### config.mk
export PLATFORM = sky130hd
export DESIGN_NAME = grn_node_lut_flat
export DESIGN_NICKNAME = d
export VERILOG_FILES = /design/src/rtl/grn_node_lut_if.sv /design/src/rtl/grn_node_lut.sv /design/src/flat_wrapper.sv
export SDC_FILE = /design/constraint.sdc
export NUM_CORES = 1
export LEC_CHECK = 0
export ABC_AREA = 1
export BUFFER_PORTS_ARGS = -buffer_cell sky130_fd_sc_hd__clkbuf_2
export CAP_MARGIN = 20
export CORE_MARGIN = 3
export CORE_UTILIZATION = 54
export CTS_CLUSTER_SIZE = 16
export DETAILED_ROUTE_END_ITERATION = 12
export PLACE_DENSITY = 0.79
export SYNTH_ARGS = -nofsm -noshare
export SYNTH_HDL_FRONTEND = slang
export SYNTH_SLANG_ARGS = --single-unit
### constraint.sdc
create_clock -name clk -period 2.1 [get_ports clk]
set_clock_uncertainty 0.2 [all_clocks]
set_input_delay 0.315 -clock clk [delete_from_list [all_inputs] [get_ports clk]]
set_output_delay 0.315 -clock clk [all_outputs]
set_load 0.05 [all_outputs]
### src/rtl/grn_node_lut_if.sv
// Stimulus/status bundle for one Boolean-network node: run control,
// regulator inputs, truth-table load port and the two bank outputs.
interface grn_node_lut_if #(
    parameter int N_IN  = 3,
    parameter int CNT_W = 16
);
    localparam int LW = 1 << N_IN;

    logic              reset_nos;
    logic              init_state;
    logic              start_s0;
    logic              start_s1;
    logic [N_IN-1:0]   in_s0;
    logic [N_IN-1:0]   in_s1;
    logic              lut_we;
    logic [LW-1:0]     lut_wdata;
    logic              s0;
    logic              s1;
    logic              chg_s0;
    logic              chg_s1;
    logic [CNT_W-1:0]  steps_s0;
    logic [CNT_W-1:0]  steps_s1;

    modport master (
        output reset_nos, init_state, start_s0, start_s1,
        output in_s0, in_s1, lut_we, lut_wdata,
        input  s0, s1, chg_s0, chg_s1, steps_s0, steps_s1
    );

    modport slave (
        input  reset_nos, init_state, start_s0, start_s1,
        input  in_s0, in_s1, lut_we, lut_wdata,
        output s0, s1, chg_s0, chg_s1, steps_s0, steps_s1
    );
endinterface

### src/rtl/grn_node_lut.sv
// Boolean-network node with slow (tortoise) and fast (hare) state banks
// driven by a runtime-loadable truth table, for Floyd cycle detection.
module grn_node_lut #(
    parameter int              N_IN     = 3,
    parameter logic [(1<<N_IN)-1:0] INIT_LUT = '0,
    parameter int              SLOW_DIV = 2,
    parameter int              CNT_W    = 16
) (
    input  logic clk,
    input  logic rst,
    grn_node_lut_if.slave bus
);
    localparam int LW = 1 << N_IN;
    localparam int PW = (SLOW_DIV > 1) ? $clog2(SLOW_DIV) : 1;
    localparam logic [PW-1:0] PH_LAST  = PW'(SLOW_DIV - 1);
    localparam logic [PW-1:0] PH_RESET = (SLOW_DIV > 1) ? PW'(1) : '0;

    logic [LW-1:0]    lut;
    logic [PW-1:0]    phase;
    logic             s0_q;
    logic             s1_q;
    logic             chg0_q;
    logic             chg1_q;
    logic [CNT_W-1:0] n0_q;
    logic [CNT_W-1:0] n1_q;
    logic             f0;
    logic             f1;

    // Strobes see the table as it stood before any same-cycle write.
    assign f0 = lut[bus.in_s0];
    assign f1 = lut[bus.in_s1];

    always_ff @(posedge clk) begin
        if (rst)
            lut <= INIT_LUT;
        else if (bus.lut_we)
            lut <= bus.lut_wdata;
    end

    always_ff @(posedge clk) begin
        if (rst) begin
            s0_q   <= 1'b0;
            chg0_q <= 1'b0;
            n0_q   <= '0;
            phase  <= PH_RESET;
        end else if (bus.reset_nos) begin
            s0_q   <= bus.init_state;
            chg0_q <= 1'b0;
            n0_q   <= '0;
            phase  <= '0;
        end else begin
            chg0_q <= 1'b0;
            if (bus.start_s0) begin
                if (phase == '0) begin
                    s0_q   <= f0;
                    chg0_q <= (f0 != s0_q);
                    if (~&n0_q)
                        n0_q <= n0_q + CNT_W'(1);
                end
                phase <= (phase == PH_LAST) ? '0 : phase + PW'(1);
            end
        end
    end

    always_ff @(posedge clk) begin
        if (rst) begin
            s1_q   <= 1'b0;
            chg1_q <= 1'b0;
            n1_q   <= '0;
        end else if (bus.reset_nos) begin
            s1_q   <= bus.init_state;
            chg1_q <= 1'b0;
            n1_q   <= '0;
        end else begin
            chg1_q <= 1'b0;
            if (bus.start_s1) begin
                s1_q   <= f1;
                chg1_q <= (f1 != s1_q);
                if (~&n1_q)
                    n1_q <= n1_q + CNT_W'(1);
            end
        end
    end

    assign bus.s0       = s0_q;
    assign bus.s1       = s1_q;
    assign bus.chg_s0   = chg0_q;
    assign bus.chg_s1   = chg1_q;
    assign bus.steps_s0 = n0_q;
    assign bus.steps_s1 = n1_q;
endmodule

### src/flat_wrapper.sv
// flat-port wrapper written by rule: the top's interface ports become plain ports
module grn_node_lut_flat 
#(
    parameter int              N_IN     = 3,
    parameter logic [(1<<N_IN)-1:0] INIT_LUT = '0,
    parameter int              SLOW_DIV = 2,
    parameter int              CNT_W    = 16
)
  (clk, rst, bus_reset_nos, bus_init_state, bus_start_s0, bus_start_s1, bus_in_s0, bus_in_s1, bus_lut_we, bus_lut_wdata, bus_s0, bus_s1, bus_chg_s0, bus_chg_s1, bus_steps_s0, bus_steps_s1);
  grn_node_lut_if #(.N_IN(N_IN), .CNT_W(CNT_W)) bus_i ();
  input  logic clk;
  input  logic rst;
  input wire logic [$bits(bus_i.reset_nos)-1:0] bus_reset_nos;
  input wire logic [$bits(bus_i.init_state)-1:0] bus_init_state;
  input wire logic [$bits(bus_i.start_s0)-1:0] bus_start_s0;
  input wire logic [$bits(bus_i.start_s1)-1:0] bus_start_s1;
  input wire logic [$bits(bus_i.in_s0)-1:0] bus_in_s0;
  input wire logic [$bits(bus_i.in_s1)-1:0] bus_in_s1;
  input wire logic [$bits(bus_i.lut_we)-1:0] bus_lut_we;
  input wire logic [$bits(bus_i.lut_wdata)-1:0] bus_lut_wdata;
  output wire logic [$bits(bus_i.s0)-1:0] bus_s0;
  output wire logic [$bits(bus_i.s1)-1:0] bus_s1;
  output wire logic [$bits(bus_i.chg_s0)-1:0] bus_chg_s0;
  output wire logic [$bits(bus_i.chg_s1)-1:0] bus_chg_s1;
  output wire logic [$bits(bus_i.steps_s0)-1:0] bus_steps_s0;
  output wire logic [$bits(bus_i.steps_s1)-1:0] bus_steps_s1;
  assign bus_i.reset_nos = bus_reset_nos;
  assign bus_i.init_state = bus_init_state;
  assign bus_i.start_s0 = bus_start_s0;
  assign bus_i.start_s1 = bus_start_s1;
  assign bus_i.in_s0 = bus_in_s0;
  assign bus_i.in_s1 = bus_in_s1;
  assign bus_i.lut_we = bus_lut_we;
  assign bus_i.lut_wdata = bus_lut_wdata;
  assign bus_s0 = bus_i.s0;
  assign bus_s1 = bus_i.s1;
  assign bus_chg_s0 = bus_i.chg_s0;
  assign bus_chg_s1 = bus_i.chg_s1;
  assign bus_steps_s0 = bus_i.steps_s0;
  assign bus_steps_s1 = bus_i.steps_s1;
  grn_node_lut #(.N_IN(N_IN), .INIT_LUT(INIT_LUT), .SLOW_DIV(SLOW_DIV), .CNT_W(CNT_W)) u_core (.clk(clk), .rst(rst), .bus(bus_i));
endmodule
**Yosys cells after proc, flatten, opt, wreduce, memory -nomap -nowiden**

Cells that the tools add are included.

- Register bits after elaboration: 45
- Input bits: 21
- Output and inout port bits: 36
- Logic and storage cells: 43

- $add $sub $neg: 3
- Magnitude comparators: 2
- Equal/unequal tests: 3
- Multiplexer cells: 12
- Bitwise gates (word level): 5
- Reduce and logical (&&, ||, !) cells: 10

Operators with widths:

| cell | count |
|---|---|
| 16-bit by 1-bit adder with 16-bit output, second input constant | 2 |
| 16-bit AND reduction | 2 |
| 1-bit two-way mux | 10 |
| 3-bit by 4-bit < comparator with 1-bit output, second input constant | 2 |
| 1-bit binary-select mux with 3-bit select | 2 |
| 1-bit NOT | 5 |
| 2-bit AND reduction | 2 |
| 2-bit nonzero test | 2 |
| 4-bit OR reduction | 1 |
| 3-bit AND reduction | 1 |
| 3-bit OR reduction | 1 |
| 1-bit inequality test | 2 |
| 2-bit inequality test, second input constant | 1 |
| 2-bit OR reduction | 1 |
| 1-bit adder, second input constant | 1 |

**Longest topological paths before layout**

Gate-level depths: netlist (run 1).

- Depth in word-level cells: 5
- Gate-level depth with buffers: 10
- Gate-level depth less buffers: 10

**Least setup slack after synthesis (run 1)**

No wires, ideal clock.

- Path kind: reg-to-reg
- Start point: register u_core.n1_q[0], in the netlist u_core.bus.steps_s1[0]
- End point: register u_core.n1_q[7], in the netlist u_core.bus.steps_s1[7]
- Setup time: 0.137 ns
- Arrival time: 1.780 ns
- Data required time: 1.763 ns
- Path slack: -0.016 ns
- Stages on the path, launching flop included: 10
- Buffers on the path: 1
- Period minus slack after synthesis: 2.116 ns
- Cell sequence: dfxtp_1 ha_1 nand2_1 nor2_2 nand2_4 nor2_2 nor2_4 buf_6 o21ai_0 a21oi_1

- Cells in the longest elaborated chain, start to end: 3
- Elaborated cells between the ends (all ways): 4
- Those cells by class: add/sub: 1; bitwise: 1; reduce/logical: 2

RTL lines:

| what | line | source |
|---|---|---|
| start, declared | grn_node_lut.sv:25 | `logic [CNT_W-1:0] n1_q;` |
| start signal, assigned | grn_node_lut.sv:80 | `n1_q <= n1_q + CNT_W'(1);` |
| branches (longest 3 deep; another with 16-bit by 1-bit adder with 16-bit output) | n/a |  |

Parallel ways; which one is timed is not known.
A chain may end at the register's enable or synchronous reset.

**Worst setup path after layout (run 1)**

- Start point: register u_core.n1_q[1], in the netlist u_core.bus.steps_s1[1]
- End point: register u_core.n1_q[14], in the netlist u_core.bus.steps_s1[14]

Same word-level chain as after synthesis.

==> results of run 1 <==
## sequential cells by signal (all words and copies together) (netlist names)
signal	count
u_core.bus.steps_s0	16
u_core.phase	1
u_core.lut	8
u_core.bus.chg_s1	1
u_core.bus.s0	1
u_core.bus.chg_s0	1
u_core.bus.s1	1
u_core.bus.steps_s1	16
## kinds of logic (layout without fill, tap and decap cells)
kind of cell	after synthesis	count (layout)	share of synthesized area
AO/OA/AOI/OAI	54	54	0.1253
XOR/XNOR	9	9	0.03072
adder cells (fa/ha/maj)	2	2	0.009750
buffers and inverters	56	113	0.08971
flip-flops	45	45	0.3510
AND/OR/NAND/NOR	242	242	0.3935
## critical path: stages (launching register included)
cell and delay (ns):
dfxtp_1 0.40, ha_1 0.20, nand2_1 0.11, nor2_2 0.14
nand2_4 0.08, o21ai_4 0.33, nor2_1 0.12, nor2_1 0.10
nor2_1 0.05
## power by group through the flow
stage	combinational, uW	sequential [uW]	clock [uW]
2_1_floorplan	95.9	924	0
3_3_place_gp	163	903	0
3_5_place_dp	166	904	0
4_1_cts	167	884	535
5_1_grt	190	887	572
6_report	168	884	523
## per-stage QoR
stage / cells / setup slack [ns] / util
after CTS: 517 / 0.2597 / 0.6625
after detailed placement: 509 / 0.2791 / 0.6440
after global routing: 517 / 0.09613 / 0.6630
after floorplan: 408 / 0.01398 / -
final: 517 / 0.2769 / 0.6630
after global placement: 509 / 0.3533 / 0.6440
## final cells by class
| class | count | area, sq um | area share |
|---|---|---|---|
| Inverter | 45 | 168.9 | 0.05694 |
| Clock buffer | 6 | 72.57 | 0.02446 |
| Tap cell | 52 | 65.06 | 0.02193 |
| Multi-Input combinational cell | 307 | 1438 | 0.4846 |
| Timing Repair Buffer | 60 | 310.3 | 0.1046 |
| Clock inverter | 2 | 10.01 | 0.003374 |
| Sequential cell | 45 | 902.1 | 0.3041 |
## what timing repair did
item	CTS	global route
endpoints found under the hold margin	0	0
resized for setup	0	1
hold buffers	0	0
setup endpoints to repair	0	4
## layout by cell type (no fill, tap or decap), types with 2 or more instances in the layout
cell,netlist,layout
nand3_1,28,28
a21oi_2,6,6
clkinv_2,0,2
nand3b_1,2,2
clkbuf_8,0,5
inv_1,45,45
o211ai_1,4,4
ha_1,2,2
clkbuf_2,0,56
nor3_1,3,3
nor2_2,3,3
nand2_1,121,120
nor2_4,2,2
xor2_1,8,8
a21oi_1,21,21
dfxtp_1,45,44
nand2_2,1,2
buf_4,1,4
nor2_1,72,72
nand4_1,8,8
o21ai_0,19,19
## routing by layer
layer / up-vias / global-route usage / share of wire
met2: 87 / 0.3820 / 0.47
met4: 0 / 0.08498 / 0.017
met1: 1176 / 0.3033 / 0.45
met3: 10 / 0.05073 / 0.063
met5: - / 0 / 0
li1: 1399 / - / -
## path summary, 6_finish.rpt
kind                                                             end                                start  depth (start not counted)  slack, ns
worst min-delay path                      u_core.lut[6]$_SDFFE_PP0P_                     bus_lut_wdata[6]                          3       0.04
worst min register to register            u_core.lut[7]$_SDFFE_PP0P_           u_core.lut[7]$_SDFFE_PP0P_                          2       0.29
worst max register to register  u_core.bus.steps_s1[14]$_SDFFE_PP0P_  u_core.bus.steps_s1[1]$_SDFFE_PP0P_                          8       0.28
worst max-delay path            u_core.bus.steps_s1[14]$_SDFFE_PP0P_  u_core.bus.steps_s1[1]$_SDFFE_PP0P_                          8       0.28
==> run_results.csv, run 1 <==
group,metric,value,unit
synthesis,synth_top_flop_cell,"dfxtp_1",
layout,fillers,442,
clock_tree,path_clk_slew,0.08,ns
synthesis,post-synth-top-area-cell,"dfxtp_1",
die,dieArea,5615,sq um
power,p_switching,420.4,uW
layout,stdcell_area,2967,sq um
die,initial_utilization,0.5735,
timing,final-setup-viol-count,0,
global_routing,grt_max_degree,24,
global_routing,track_usage,0.2339,
synthesis,ys_warn_count,0,
job,drv_cap,0,
die,ios,57,
layout,area_growth,15.60,%
timing,slew_headroom,0.6767,
synthesis,syn_avg_cell_area,6.290,sq um
timing,final-max-slew-violation-count,0,
synthesis,ys_types,28,
placed_design,port_buffers,56,
timing,rsz0062_at_grt,"false",
worst_setup_path,path_max_fanout,12,
synthesis,ys_ff_latch,45,
clock_tree,numClockSinks,45,
global_routing,grt_overflow,0,
power,power_frac_clock,0.332,
placed_design,gp_congestion,0.8583,
timing,setup_tns,0,ns
placed_design,place_hpwl,4526,um
worst_setup_path,critPathLaunchType,"flip-flop",
synthesis,synth_top_cells_by_count,"nand2_1, nor2_1, dfxtp_1, inv_1, nand3_1",
power,p_per_area,530.8,nW/um^2
synthesis,yosysTopAreaCellShare,0.3510,
clock_tree,htreeDepth,2,
power,finalPower,1575,uW
route,vias,2672,
power,p_int,1154,uW
timing,worst_pin_slew,0.4844,ns
power,p_comb_frac,0.107,
route,viasPerCell,5.168,
layout,final_nets,487,
route,drt-total-wl,6086,um
timing,finalHoldViolCount,0,
die,core-area,4474,sq um
power,leakage,0.001297,uW
clock_tree,clk-insertion-delay-late,0.30,ns
placed_design,placed_cell_area,2882,sq um
power,vdd_ir_drop_max,0.4075,mV
layout,drive_above_1_share,0.1785,
synthesis,ys_async_sr_fraction,0,
hold_path,hp-class,"primary input to flip-flop",
timing,finalCritPeriodShare,0.8682,
die,die_h,74.94,um
synthesis,synth_most_common_cell,"nand2_1",
timing,hold_ws,0.03809,ns
synthesis,ys_seq_area_frac,0.3510,
worst_setup_path,cp.required,2.10,ns
global_routing,antenna_found_initial,0,
power,pwr-share-seq,0.561,
worst_setup_path,worstPathArrival,1.83,ns
clock_tree,numCtsBuffers,5,
synthesis,synth_area_leaders,"dfxtp_1, nand2_1, nor2_1, inv_1, nand3_1",
timing,period_minus_slack,1.823,ns
route,drt_pre_antenna_iters,4,
worst_setup_path,path_class,"flip-flop to flip-flop",
route,drt_iter0_markers,160,
clock_tree,cts_tree,"yes",
timing,fmax,548.5,MHz
global_routing,grt_pass1_vias,2409,
route,drtAntennaViolNets,0,
clock_tree,clk_path_buf_depth,2,
global_routing,grt_pass1_wl,10370,um
synthesis,synth_fp_nets,431,
clock_tree,cts_setup_buffers,0,
clock_tree,cts-root-buf,"clkbuf_8",
route,wl_per_cell,11.77,um
die,fp-row-count,24,
worst_setup_path,end_kind,"flip-flop",
run_status,outcome,"completed",
synthesis,synth_cells,408,
die,die_x,74.94,um
route,drc_errors,0,
synthesis,netlist_area,2566,sq um
power,p_sw_frac,0.2670,
synthesis,synth_edf_count,0,
layout,num_antenna_cells,0,
(Power assumes the default switching activity.)
==> run 2, diff against run 1 <==
SETUP_SLACK_MARGIN = 0.5   (was not set)
==> run 2 against run 1 <==
  * Sequential cell count unchanged
  * First-iteration DRC count is 13% lower
  * Highest routed layer unchanged
  * Routed wire length increased by 6.0%
  * Worst setup slack better by 0.20 ns
  * Sequential share of layout area fell by 1.4 points
  * Design area increased by 12%
  * Maximum frequency increased by 12%
==> run_results.csv, run 2 (synthesis results as in run 1) <==
group,metric,value,unit
route,drtAntennaViolNets,0,
placed_design,place_hpwl,4492,um
route,drt_pre_antenna_iters,4,
layout,drive_above_1_share,0.3229,
worst_setup_path,r2r_start,"u_core.bus.steps_s0[1]$_SDFFE_PP0P_",
worst_setup_path,cp.required,2.14,ns
global_routing,grt_max_degree,24,
worst_setup_path,path_cells,"ha_4 > nand2_4 > nor2_4 > nand4_1 > buf_6 > nand2_8 > o21ai_0 > nor2_1",
global_routing,grt_overflow,0,
layout,final_common_cell,"nand2_1",
layout,final_nets,502,
clock_tree,numClockSinks,45,
worst_setup_path,end_kind,"flip-flop",
clock_tree,path_clk_slew,0.09,ns
die,initial_utilization,0.5735,
timing,fmax,615.6,MHz
worst_setup_path,critPathLaunchType,"flip-flop",
hold_path,min_path_cells,3,
route,viasPerCell,5.246,
timing,hold_ws,0.03577,ns
route,vias,2791,
timing,slew_headroom,0.7028,
power,p_per_area,477.2,nW/um^2
power,vdd_ir_drop_max,0.3455,mV
worst_setup_path,rr_worst_depth,8,
clock_tree,cts-root-buf,"clkbuf_8",
worst_setup_path,cp.buffers_inverters,1,
layout,area_growth,29.60,%
run_status,outcome,"completed",
hold_path,min_from,"bus_lut_wdata[0]",
placed_design,port_buffers,56,
clock_tree,htreeDepth,2,
clock_tree,clk-insertion-delay-late,0.30,ns
global_routing,antenna_found_initial,0,
worst_setup_path,cp.depth,8,
placed_design,gp_congestion,0.9107,
global_routing,grt_pass1_vias,2388,
power,leakage,0.001451,uW
timing,finalCritPeriodShare,0.7735,
clock_tree,clk_path_buf_depth,2,
route,wl_per_cell,12.12,um
worst_setup_path,path_class,"flip-flop to flip-flop",
timing,setup_tns,0,ns
timing,worst_pin_slew,0.4452,ns
worst_setup_path,ff2ff_setup_slack,0.48,ns
clock_tree,numCtsBuffers,5,
worst_setup_path,reg2reg_to,"u_core.bus.steps_s0[1]$_SDFFE_PP0P_",
timing,final-max-slew-violation-count,0,
worst_setup_path,cp_top_family,"simple AND/OR/NAND/NOR gates",
route,drt-total-wl,6450,um
hold_path,hp-class,"primary input to flip-flop",
die,die_h,74.94,um
timing,rsz0062_at_grt,"true",
layout,final_cell_mix,"nand2_1, nor2_1, clkbuf_2",
timing,finalHoldViolCount,0,
global_routing,grt_pass1_wl,10130,um
route,drt_iter0_markers,139,
worst_setup_path,critPathSlowestCell,"dfxtp_4",
clock_tree,cts_tree,"yes",
die,ios,57,
worst_setup_path,cpPeakStageDelay,0.38,ns
die,dieArea,5615,sq um
job,drv_cap,0,
die,fp-row-count,24,
route,drc_errors,0,
layout,num_antenna_cells,0,
global_routing,track_usage,0.2277,
die,die_x,74.94,um
die,core-area,4474,sq um
timing,period_minus_slack,1.624,ns
worst_setup_path,cp-startpoint,"u_core.bus.steps_s0[1]$_SDFFE_PP0P_",
worst_setup_path,worstPathArrival,1.66,ns
worst_setup_path,path_max_fanout,6,
timing,final-setup-viol-count,0,
hold_path,hold_end,"u_core.lut[0]$_SDFFE_PP0P_",
-- run 2: cell type report --
class | count | area [sq um]
multi-input cells | 308 | 1595
clock buffers | 5 | 68.82
inverters | 45 | 168.9
repair buffers | 74 | 449.2
flip-flops and latches | 45 | 965.9
well taps | 52 | 65.06
fillers | 365 | 1149
clock inverters | 3 | 12.51
-- run 2: worst register-to-register path, delay by kind of cell, from the launching register on --
| kind | cells | cell delay [ns] |
|---|---|---|
| AOI/OAI and AO/OA | 1 | 0.08 |
| adders and majority gates | 1 | 0.15 |
| buffers and inverters | 1 | 0.18 |
| and+or+nand+nor | 5 | 0.56 |
| DFF | 1 | 0.38 |
-- run 2: stage by stage --
step	setup WS [ns]	instance area (sq um)	utilization	total power [uW]	std cells
6_report	0.4756	3326	0.7433	1587	532
5_1_grt	0.3899	3326	0.7433	1658	532
4_1_cts	0.4857	3197	0.7145	1585	526
3_5_place_dp	0.3960	3010	0.6728	1061	508
3_3_place_gp	0.4094	3010	0.6728	1059	508
2_1_floorplan	0.4439	2714	-	1012	408
-- run 2: worst max path at each step --
stage / endpoint / slack, ns
2_1_floorplan: u_core.bus.steps_s1[7]$_SDFFE_PP0P_ / 0.44
3_3_place_gp: u_core.bus.steps_s1[7]$_SDFFE_PP0P_ / 0.41
3_5_place_dp: u_core.bus.steps_s1[11]$_SDFFE_PP0P_ / 0.40
4_1_cts: u_core.bus.steps_s0[9]$_SDFFE_PP0P_ / 0.49
5_1_grt: u_core.bus.steps_s0[14]$_SDFFE_PP0P_ / 0.39
6_report: u_core.bus.steps_s0[1]$_SDFFE_PP0P_ / 0.48
-- run 2: timing repair --
| item | in CTS | in global routing |
|---|---|---|
| pin swaps | 9 | 14 |
| resized for setup | 6 | 27 |
| cloned | 0 | 1 |
| hold buffers | 0 | 0 |
| setup endpoints to repair | 29 | 30 |
| setup buffers | 10 | 5 |
-- run 2: power by group --
part	switching [uW]	leakage [uW]	internal [uW]
sequential	12.6	0.000385	860
combinational	127	0.00102	66.2
clock	297	0.0000430	225
-- run 2: per-layer routing --
metal  GRT usage  wire length (um)  vias to the layer above
met5           0                 0                        -
met4     0.06324                76                        0
met3     0.04406               338                        9
met2      0.3994              3239                       81
met1      0.2835              2794                     1266
li1            -                 -                     1435
